--- config.mk ---
export PLATFORM = sky130hd
export DESIGN_NAME = seven_seg_scanner_flat
export DESIGN_NICKNAME = d
export VERILOG_FILES = /design/src/rtl/seven_seg_if.sv /design/src/rtl/seven_seg_scanner.sv /design/src/flat_wrapper.sv
export SDC_FILE = /design/constraint.sdc
export NUM_CORES = 1
export LEC_CHECK = 0
export CORE_UTILIZATION = 49
export CTS_CLUSTER_DIAMETER = 100
export DETAILED_ROUTE_END_ITERATION = 7
export GPL_TIMING_DRIVEN = 1
export PLACE_DENSITY = 0.72
export SLEW_MARGIN = 0
export SYNTH_ARGS = -nofsm -noshare
export SYNTH_HDL_FRONTEND = slang
export SYNTH_SLANG_ARGS = --single-unit
--- constraint.sdc ---
create_clock -name clock -period 13.2 [get_ports clock]
set_input_delay 1.98 -clock clock [delete_from_list [all_inputs] [get_ports clock]]
set_output_delay 1.98 -clock clock [all_outputs]
set_load 0.005 [all_outputs]
--- src/rtl/seven_seg_if.sv ---
// Display-data bundle between the mode/format logic (master) and the
// seven-segment scanner (slave). Carries the per-digit nibbles and masks
// inbound and the board-level segment/digit drives outbound.
interface seven_seg_if #(
    parameter int NUM_DIGITS = 8
);
    logic                    enable;
    logic [4*NUM_DIGITS-1:0] digits;
    logic [NUM_DIGITS-1:0]   dec_points;
    logic [NUM_DIGITS-1:0]   blank_mask;
    logic [NUM_DIGITS-1:0]   blink_mask;
    logic                    lz_blank;
    logic [3:0]              brightness;
    logic [7:0]              cathode;
    logic [NUM_DIGITS-1:0]   anode;
    logic                    frame_start;

    modport master (
        output enable, digits, dec_points, blank_mask, blink_mask, lz_blank, brightness,
        input  cathode, anode, frame_start
    );

    modport slave (
        input  enable, digits, dec_points, blank_mask, blink_mask, lz_blank, brightness,
        output cathode, anode, frame_start
    );
endinterface

--- src/rtl/seven_seg_scanner.sv ---
// Multiplexed common-anode seven-segment driver. Scans NUM_DIGITS digits,
// one TICK_DIV-cycle slot each, with a 16-level PWM window on the anode,
// per-frame input snapshot, blanking, blinking and leading-zero suppression.
// Cathodes and anodes are active-low; all outputs are registered.
module seven_seg_scanner #(
    parameter int NUM_DIGITS   = 8,
    parameter int TICK_DIV     = 100000,
    parameter int BLINK_FRAMES = 64
) (
    input  logic       clock,
    input  logic       reset,
    seven_seg_if.slave io
);
    localparam int IDX_W    = (NUM_DIGITS > 1) ? $clog2(NUM_DIGITS) : 1;
    localparam int TICK_W   = $clog2(TICK_DIV);
    localparam int BLK_W    = (BLINK_FRAMES > 1) ? $clog2(BLINK_FRAMES) : 1;
    localparam int PWM_STEP = TICK_DIV / 16;

    localparam logic [TICK_W-1:0] TICK_LAST = TICK_W'(TICK_DIV - 1);
    localparam logic [IDX_W-1:0]  IDX_LAST  = IDX_W'(NUM_DIGITS - 1);
    localparam logic [BLK_W-1:0]  BLK_LAST  = BLK_W'(BLINK_FRAMES - 1);

    // Standard hex decode, active-low, bit order g..a.
    function automatic logic [6:0] hex_to_seg(input logic [3:0] nib);
        case (nib)
            4'h0: hex_to_seg = 7'h40;
            4'h1: hex_to_seg = 7'h79;
            4'h2: hex_to_seg = 7'h24;
            4'h3: hex_to_seg = 7'h30;
            4'h4: hex_to_seg = 7'h19;
            4'h5: hex_to_seg = 7'h12;
            4'h6: hex_to_seg = 7'h02;
            4'h7: hex_to_seg = 7'h78;
            4'h8: hex_to_seg = 7'h00;
            4'h9: hex_to_seg = 7'h10;
            4'hA: hex_to_seg = 7'h08;
            4'hB: hex_to_seg = 7'h03;
            4'hC: hex_to_seg = 7'h46;
            4'hD: hex_to_seg = 7'h21;
            4'hE: hex_to_seg = 7'h06;
            default: hex_to_seg = 7'h0E;
        endcase
    endfunction

    logic [TICK_W-1:0]       tick_cnt;
    logic [IDX_W-1:0]        idx;
    logic [BLK_W-1:0]        blink_cnt;
    logic                    blink_phase;

    logic [4*NUM_DIGITS-1:0] snap_digits;
    logic [NUM_DIGITS-1:0]   snap_dp;
    logic [NUM_DIGITS-1:0]   snap_blank;
    logic [NUM_DIGITS-1:0]   snap_blink;
    logic                    snap_lz;

    logic [NUM_DIGITS-1:0]   anode_p1;
    logic [7:0]              cathode_p1;
    logic                    frame_start_p1;

    logic                    tick_wrap;
    logic                    frame_wrap;
    logic                    frame_load;

    logic [4*NUM_DIGITS-1:0] eff_digits;
    logic [NUM_DIGITS-1:0]   eff_dp;
    logic [NUM_DIGITS-1:0]   eff_blank;
    logic [NUM_DIGITS-1:0]   eff_blink;
    logic                    eff_lz;
    logic [NUM_DIGITS-1:0]   lead_zero;

    logic [3:0]              nib;
    logic [31:0]             pwm_limit;
    logic                    pwm_on;
    logic [NUM_DIGITS-1:0]   anode_next;
    logic [7:0]              cath_next;

    assign tick_wrap  = (tick_cnt == TICK_LAST);
    assign frame_wrap = io.enable && tick_wrap && (idx == IDX_LAST);
    // First processed cycle of slot 0: the frame's snapshot is taken here,
    // and this cycle already decodes from the live inputs being captured.
    // This also gives a fresh snapshot for the first frame after reset.
    assign frame_load = io.enable && (tick_cnt == '0) && (idx == '0);

    assign eff_digits = frame_load ? io.digits     : snap_digits;
    assign eff_dp     = frame_load ? io.dec_points : snap_dp;
    assign eff_blank  = frame_load ? io.blank_mask : snap_blank;
    assign eff_blink  = frame_load ? io.blink_mask : snap_blink;
    assign eff_lz     = frame_load ? io.lz_blank   : snap_lz;

    // Mark every digit whose nibble and all nibbles above it are zero.
    always_comb begin
        logic run;
        run       = 1'b1;
        lead_zero = '0;
        for (int i = NUM_DIGITS - 1; i >= 0; i--) begin
            run          = run && (eff_digits[4*i +: 4] == 4'h0);
            lead_zero[i] = run;
        end
    end

    // Next-cycle anode/cathode for the current slot, blank > blink > lz > decode.
    always_comb begin
        nib        = eff_digits[{idx, 2'b00} +: 4];
        pwm_limit  = (32'(io.brightness) + 32'd1) * 32'(PWM_STEP);
        pwm_on     = (32'(tick_cnt) < pwm_limit);
        anode_next = '1;
        if (pwm_on) begin
            anode_next[idx] = 1'b0;
        end
        if (eff_blank[idx]) begin
            cath_next = 8'hFF;
        end else if (eff_blink[idx] && blink_phase) begin
            cath_next = 8'hFF;
        end else if (eff_lz && (idx != '0) && lead_zero[idx]) begin
            cath_next = {~eff_dp[idx], 7'h7F};
        end else begin
            cath_next = {~eff_dp[idx], hex_to_seg(nib)};
        end
    end

    // Slot timing: tick counter and digit index, frozen while disabled.
    always_ff @(posedge clock or posedge reset) begin
        if (reset) begin
            tick_cnt <= '0;
            idx      <= '0;
        end else if (io.enable) begin
            if (tick_wrap) begin
                tick_cnt <= '0;
                idx      <= (idx == IDX_LAST) ? '0 : idx + 1'b1;
            end else begin
                tick_cnt <= tick_cnt + 1'b1;
            end
        end
    end

    // Blink phase toggles every BLINK_FRAMES frames, only at frame wraps.
    always_ff @(posedge clock or posedge reset) begin
        if (reset) begin
            blink_cnt   <= '0;
            blink_phase <= 1'b0;
        end else if (frame_wrap) begin
            if (blink_cnt == BLK_LAST) begin
                blink_cnt   <= '0;
                blink_phase <= ~blink_phase;
            end else begin
                blink_cnt <= blink_cnt + 1'b1;
            end
        end
    end

    // Per-frame snapshot of the display content.
    always_ff @(posedge clock or posedge reset) begin
        if (reset) begin
            snap_digits <= '0;
            snap_dp     <= '0;
            snap_blank  <= '0;
            snap_blink  <= '0;
            snap_lz     <= 1'b0;
        end else if (frame_load) begin
            snap_digits <= io.digits;
            snap_dp     <= io.dec_points;
            snap_blank  <= io.blank_mask;
            snap_blink  <= io.blink_mask;
            snap_lz     <= io.lz_blank;
        end
    end

    // Output register stage; disabling darkens anodes but keeps the cathode.
    always_ff @(posedge clock or posedge reset) begin
        if (reset) begin
            anode_p1       <= '1;
            cathode_p1     <= 8'hFF;
            frame_start_p1 <= 1'b0;
        end else if (io.enable) begin
            anode_p1       <= anode_next;
            cathode_p1     <= cath_next;
            frame_start_p1 <= frame_load;
        end else begin
            anode_p1       <= '1;
            frame_start_p1 <= 1'b0;
        end
    end

    assign io.anode       = anode_p1;
    assign io.cathode     = cathode_p1;
    assign io.frame_start = frame_start_p1;
endmodule

--- src/flat_wrapper.sv ---
// flat-port wrapper written by rule: the top's interface ports become plain ports
module seven_seg_scanner_flat 
#(
    parameter int NUM_DIGITS   = 8,
    parameter int TICK_DIV     = 100000,
    parameter int BLINK_FRAMES = 64
)
  (clock, reset, io_enable, io_digits, io_dec_points, io_blank_mask, io_blink_mask, io_lz_blank, io_brightness, io_cathode, io_anode, io_frame_start);
  seven_seg_if #(.NUM_DIGITS(NUM_DIGITS)) io_i ();
  input  logic clock;
  input  logic reset;
  input wire logic [$bits(io_i.enable)-1:0] io_enable;
  input wire logic [$bits(io_i.digits)-1:0] io_digits;
  input wire logic [$bits(io_i.dec_points)-1:0] io_dec_points;
  input wire logic [$bits(io_i.blank_mask)-1:0] io_blank_mask;
  input wire logic [$bits(io_i.blink_mask)-1:0] io_blink_mask;
  input wire logic [$bits(io_i.lz_blank)-1:0] io_lz_blank;
  input wire logic [$bits(io_i.brightness)-1:0] io_brightness;
  output wire logic [$bits(io_i.cathode)-1:0] io_cathode;
  output wire logic [$bits(io_i.anode)-1:0] io_anode;
  output wire logic [$bits(io_i.frame_start)-1:0] io_frame_start;
  assign io_i.enable = io_enable;
  assign io_i.digits = io_digits;
  assign io_i.dec_points = io_dec_points;
  assign io_i.blank_mask = io_blank_mask;
  assign io_i.blink_mask = io_blink_mask;
  assign io_i.lz_blank = io_lz_blank;
  assign io_i.brightness = io_brightness;
  assign io_cathode = io_i.cathode;
  assign io_anode = io_i.anode;
  assign io_frame_start = io_i.frame_start;
  seven_seg_scanner #(.NUM_DIGITS(NUM_DIGITS), .TICK_DIV(TICK_DIV), .BLINK_FRAMES(BLINK_FRAMES)) u_core (.clock(clock), .reset(reset), .io(io_i));
endmodule
==> Word level (Yosys, flattened, before mapping) <==
Memory sizes are Yosys's and may differ from the RTL's.
Cells that the tools add are included.
{ "totals": {"regBits": 101, "latch_bits": 0, "mem_bits_rw": 0, "rom_bits": 112, "inputBits": 64, "memories": 1} }
{ "mem_list": {"columns": ["memory", "words", "word_bits", "read_ports", "rd_clocked_by_memory_dff", "wr", "line_no", "source"], "rows": [
  ["(no name shown)", 16, 7, 1, 0, 0, "seven_seg_scanner.sv:25", "case (nib)"]
]} }
{ "op_classes": {"n_addsub": 4, "mul": 1, "div": 0, "order_cmp": 3, "eq_ne": 3, "shifts": 1, "n_mux": 24, "bitwise_logic": 3, "reduce_logical": 28} }
{ "ops": {"columns": ["cell", "n"], "rows": [
  ["8-bit 2-to-1 mux", 7],
  ["4-bit logical NOT", 8],
  ["17-bit by 32-bit < comparator with 1-bit output", 1],
  ["32-bit by 12-bit multiplier with 31-bit output, second input constant", 1],
  ["32-bit 2-to-1 mux", 1],
  ["32-bit by 6-bit variable part select with 4-bit output", 1],
  ["17-bit by 1-bit adder with 17-bit output, second input constant", 1],
  ["17-bit == test, second input constant", 1],
  ["17-bit logical NOT", 1],
  ["17-bit 2-to-1 mux", 1],
  ["1-bit logical AND", 15],
  ["1-bit binary-select mux with 3-bit select", 4],
  ["8-bit NOT", 1],
  ["1-bit 2-to-1 mux", 7],
  ["7-bit 2-to-1 mux", 1],
  ["6-bit by 1-bit adder with 6-bit output, second input constant", 1],
  ["6-bit == test, second input constant", 1],
  ["6-bit 2-to-1 mux", 1],
  ["4-bit by 1-bit adder with 5-bit output, second input constant", 1],
  ["3-bit by 4-bit < comparator with 1-bit output, second input constant", 1],
  ["2-bit AND reduction", 2],
  ["3-bit by 1-bit adder with 3-bit output, second input constant", 1],
  ["1-bit demux with 3-bit select", 1],
  ["3-bit == test, second input constant", 1],
  ["other kinds (5)", 6]
]} }

==> Longest topological paths before layout <==
{ "depth": {"word_depth": 18, "depth_mapped": 21, "mapped_depth_nobuf": 21} }

==> Worst setup path before layout <==
Ideal clock, no wire load.
{ "synth_timing": {"kind": "in2reg", "start": "input port io_brightness[0]", "end": "register u_core.anode_p1[1], in the netlist u_core.io.anode[1]", "arrival_ns": 6.405, "t_required_ns": 13.088, "path_slack_ns": 6.683, "stages": 20, "cell_sequence": "ha_1 -> xor2_1 -> ha_1 -> xnor2_1 -> ha_1 -> ha_1 -> ha_1 -> a21o_1 -> a21oi_1 -> nor2b_1 -> o21a_1 -> o41ai_1 -> o221ai_1 -> a31oi_1 -> xor2_1 -> ha_1 -> nand4_1 -> a21oi_1 -> o32ai_1 -> nand4b_1"} }
{ "synth_between": {"elab_chain_cells": 5} }
{ "synth_rtl": {"columns": ["element", "line_no", "source"], "rows": [
  ["start: declaration", "flat_wrapper.sv:18", "input wire logic [$bits(io_i.brightness)-1:0] io_brightness;"],
  ["4-bit by 1-bit adder with 5-bit output", "seven_seg_scanner.sv:104", "pwm_limit = (32'(io.brightness) + 32'd1) * 32'(PWM_STEP);"],
  ["32-bit by 12-bit multiplier with 31-bit output", "seven_seg_scanner.sv:104", null],
  ["17-bit by 32-bit < comparator with 1-bit output", "seven_seg_scanner.sv:105", "pwm_on = (32'(tick_cnt) < pwm_limit);"],
  ["8-bit 2-to-1 mux", "seven_seg_scanner.sv:107", "if (pwm_on) begin"],
  ["8-bit 2-to-1 mux", "seven_seg_scanner.sv:174", "end else if (io.enable) begin"],
  ["end signal: assignment", "seven_seg_scanner.sv:175", "anode_p1 <= anode_next;"],
  ["end: declaration", "seven_seg_scanner.sv:56", "logic [NUM_DIGITS-1:0] anode_p1;"]
]} }
Every way passes these cells.
A chain may end at the register's enable or synchronous reset.

==> Worst setup path in the final report <==
{ "layout_timing": {"start": "input port io_brightness[0]", "end": "register u_core.anode_p1[5], in the netlist u_core.io.anode[5]"} }
Same word-level chain as after synthesis.

==> flow_metrics.env <==
export IMPL_synth_edff_count=0
export IMPL_cp_data_required_time_ns=13.44
export IMPL_crit_type="input port to register"
export IMPL_ys_top_cells_by_area="dfrtp_1 (34%), ha_1 (11%), mux2_2 (11%)"
export IMPL_layout_commonest_cell="dfrtp_1"
export IMPL_synth_top_area_cell="dfrtp_1"
export IMPL_ant_nets=0
export IMPL_syn_inst=561
export IMPL_rsz0062_at_grt="no"
export IMPL_synthFlopType="dfrtp_1"
export IMPL_syn_nets=684
export IMPL_dr_pass1_iters=5
export IMPL_grt_first_pass_wirelength_um=23700
export IMPL_cts_buffers=9
export IMPL_ys_types=57
export IMPL_worstPathMaxFanout=8
export IMPL_gp_routability_congestion=0.879
export IMPL_drc_errors=0
export IMPL_grt_max_degree=82
export IMPL_crit_path_end_kind="register"
export IMPL_final_cell_mix="dfrtp_1 (85), clkdlybuf4s50_1 (80), mux2_2 (61)"
export IMPL_rows=41
export IMPL_via_count=4630
export IMPL_dpl_hpwl_um=10400
export IMPL_root_buffer="clkbuf_16"
export IMPL_post_place_ws_ns=5.32
export IMPL_critPathArrivalTime_ns=7.76
export IMPL_ir_worst_vdd_uv=55.9
export IMPL_cts_tree="done"
export IMPL_area_growth_pct=19.7
export IMPL_hp_class="register to register"
export IMPL_diodes=0
export IMPL_yosysTopAreaCellShare_pct=33.6
export IMPL_p_per_area_mw_per_mm2=96.4
export IMPL_die_w_um=116
export IMPL_maxCapViolCount=0
export IMPL_grt_ovfl_total=0
export IMPL_fin_crit_ns=7.52
export IMPL_syn_cell_area_mm2=0.00633
export IMPL_yosysSeqAreaShare_pct=40.2
export IMPL_cp_start_kind="input port"
export IMPL_final_nets=760
export IMPL_dieArea_mm2=0.0134
export IMPL_timing_max_slew_rel_slack_pct=28.3
export IMPL_vias_per_cell=5.69
export IMPL_postCtsSetupBuffers=0
export IMPL_synthArstFlopShare_pct=100
export IMPL_wl_per_cell_um=17.0
export IMPL_grt_pass1_vias=4837
export IMPL_ys_ff_latch=101
export IMPL_start_util_pct=50.2
export IMPL_setup_viol=0
export IMPL_wl_um=13800
export IMPL_htree_levels=3
export IMPL_antenna_found_initial=0
export IMPL_power_uw=731
export IMPL_cts_resized=0
export IMPL_yosysWarnings=0
export IMPL_design_core_area_mm2=0.0126
export IMPL_dieHeight_um=116
export IMPL_fillers=1059
export IMPL_drt_iter0_drc=222
export IMPL_final_max_slew_viol_count=0
export IMPL_portBuffers=80
export IMPL_drive_above_1_share_pct=19.3
export IMPL_numClockSinks=101
export IMPL_fmax_mhz=133
export IMPL_finalWorstSetupSlack_ns=5.68
export IMPL_clkLatencyLatePin_ns=0.35
export IMPL_skew_ns=0.0103
export IMPL_outcome="finished clean"
export IMPL_worst_pin_slew_ns=1.08
export IMPL_hold_buffers=0
export IMPL_p_leak_uw=0.00355
export IMPL_syn_avg_cell_area_um2=11.3
export IMPL_grt_use_total_pct=22.9
export IMPL_finalHoldViolations=0
export IMPL_pin_count=81
export IMPL_cts_max_path_buffers=2
export IMPL_fin_crit_sh_pct=57.0
export IMPL_tns_ns=0
export IMPL_clkSlewWorstSetupHoldPaths_ns=0.07
## metal layers
layer,vias to the layer above,global-route usage (%),wire [µm]
met4,0,8.29,289
met1,2305,30.2,6370
met5,-,0,0
li1,2210,-,-
met2,93,38.7,6750
met3,22,2.98,420
## synthesized netlist by cell type (2+ instances only)
cell type	count
a211oi_1	3
a21o_1	7
a21oi_1	17
a221oi_1	4
a22o_1	6
a2bb2oi_1	2
a31oi_1	3
and2_1	6
and3_1	5
buf_1	5
buf_2	3
buf_4	2
clkbuf_1	8
dfrtp_1	85
dfstp_2	16
ha_1	58
inv_1	32
mux2_2	61
mux2i_1	12
mux4_2	19
nand2_1	21
nand2b_1	3
nand3_1	14
nand3b_1	4
nand4_1	9
nand4b_1	2
nor2_1	44
nor2b_1	5
nor3_1	9
nor4_1	19
o21a_1	5
o21ai_0	14
o22a_1	2
o22ai_1	2
o32ai_1	2
or2_2	2
xnor2_1	18
xor2_1	13
## area by class of cell
type	instances	area, µm²	share of cell area (%)
Sequential cell	101	2550	33.6
Multi-Input combinational cell	409	3570	47.1
Clock inverter	6	51.3	0.677
Tap cell	172	215	2.84
Inverter	32	123	1.62
Clock buffer	10	239	3.15
Timing Repair Buffer	84	831	11.0
## flip-flops by register name, indices dropped and copies added, names as in the netlist
name                   flops
u_core.io.anode            8
u_core.snap_digits        32
u_core.blink_cnt           6
u_core.blink_phase         1
u_core.idx                 3
u_core.tick_cnt           17
u_core.snap_dp             8
u_core.io.frame_start      1
u_core.snap_blank          8
u_core.snap_lz             1
u_core.io.cathode          8
u_core.snap_blink          8
## power breakdown
group	internal (µW)	total (µW)	switching, µW
Combinational	69.8	138	68.4
Sequential	319	333	13.8
Clock	137	260	123
Total	525	731	205
## critical path, stage by stage
cell	delay (ns)
clkdlybuf4s50_1	0.66
ha_1	0.23
xor2_1	0.41
ha_1	0.30
xnor2_1	0.14
ha_1	0.25
ha_1	0.27
ha_1	0.34
a21o_1	0.17
a21oi_1	0.21
nor2b_1	0.07
o21a_1	0.18
o41ai_1	0.40
o221ai_1	0.30
a31oi_1	0.28
xor2_1	0.21
ha_1	0.27
nand4_1	0.08
a21oi_1	0.05
o32ai_1	0.76
nand4_1	0.18
## metrics by stage
| step | std cells | utilization (%) | hold WS, ns | instance area [µm²] |
|---|---|---|---|---|
| floorplan | 561 | - | 0.446 | 6330 |
| global placement | 798 | 57.8 | 0.472 | 7290 |
| detailed placement | 798 | 57.8 | 0.466 | 7290 |
| CTS | 814 | 60.1 | 0.490 | 7580 |
| global route | 814 | 60.1 | 0.503 | 7580 |
| finish | 814 | 60.1 | 0.491 | 7580 |
## path summary, 6_finish.rpt
path,slack (ns),cells past startpoint,end,start
worst min-delay path,0.49,1,u_core.blink_phase,u_core.blink_phase
min in group asynchronous,2.08,2,u_core.blink_cnt[2],reset
max in group asynchronous,10.07,3,u_core.snap_digits[2],reset
worst max-delay path,5.68,21,u_core.io.anode[5],io_brightness[0]
worst min register to register,0.49,1,u_core.blink_phase,u_core.blink_phase
worst max register to register,8.05,13,u_core.io.cathode[0],u_core.idx[1]
## cell families (layout without fill, tap and decap cells)
kind of cell    Yosys count  after routing  synth area share (%)
flops                   101            101                  40.2
buf+inv                  51            132                  3.32
xor+xnor                 31             31                  4.29
fa+ha+maj                59             59                  11.8
simple gates            150            150                  12.5
compound gates           76             76                  8.16
mux                      93             93                  19.7
(Power assumes the default switching activity.)
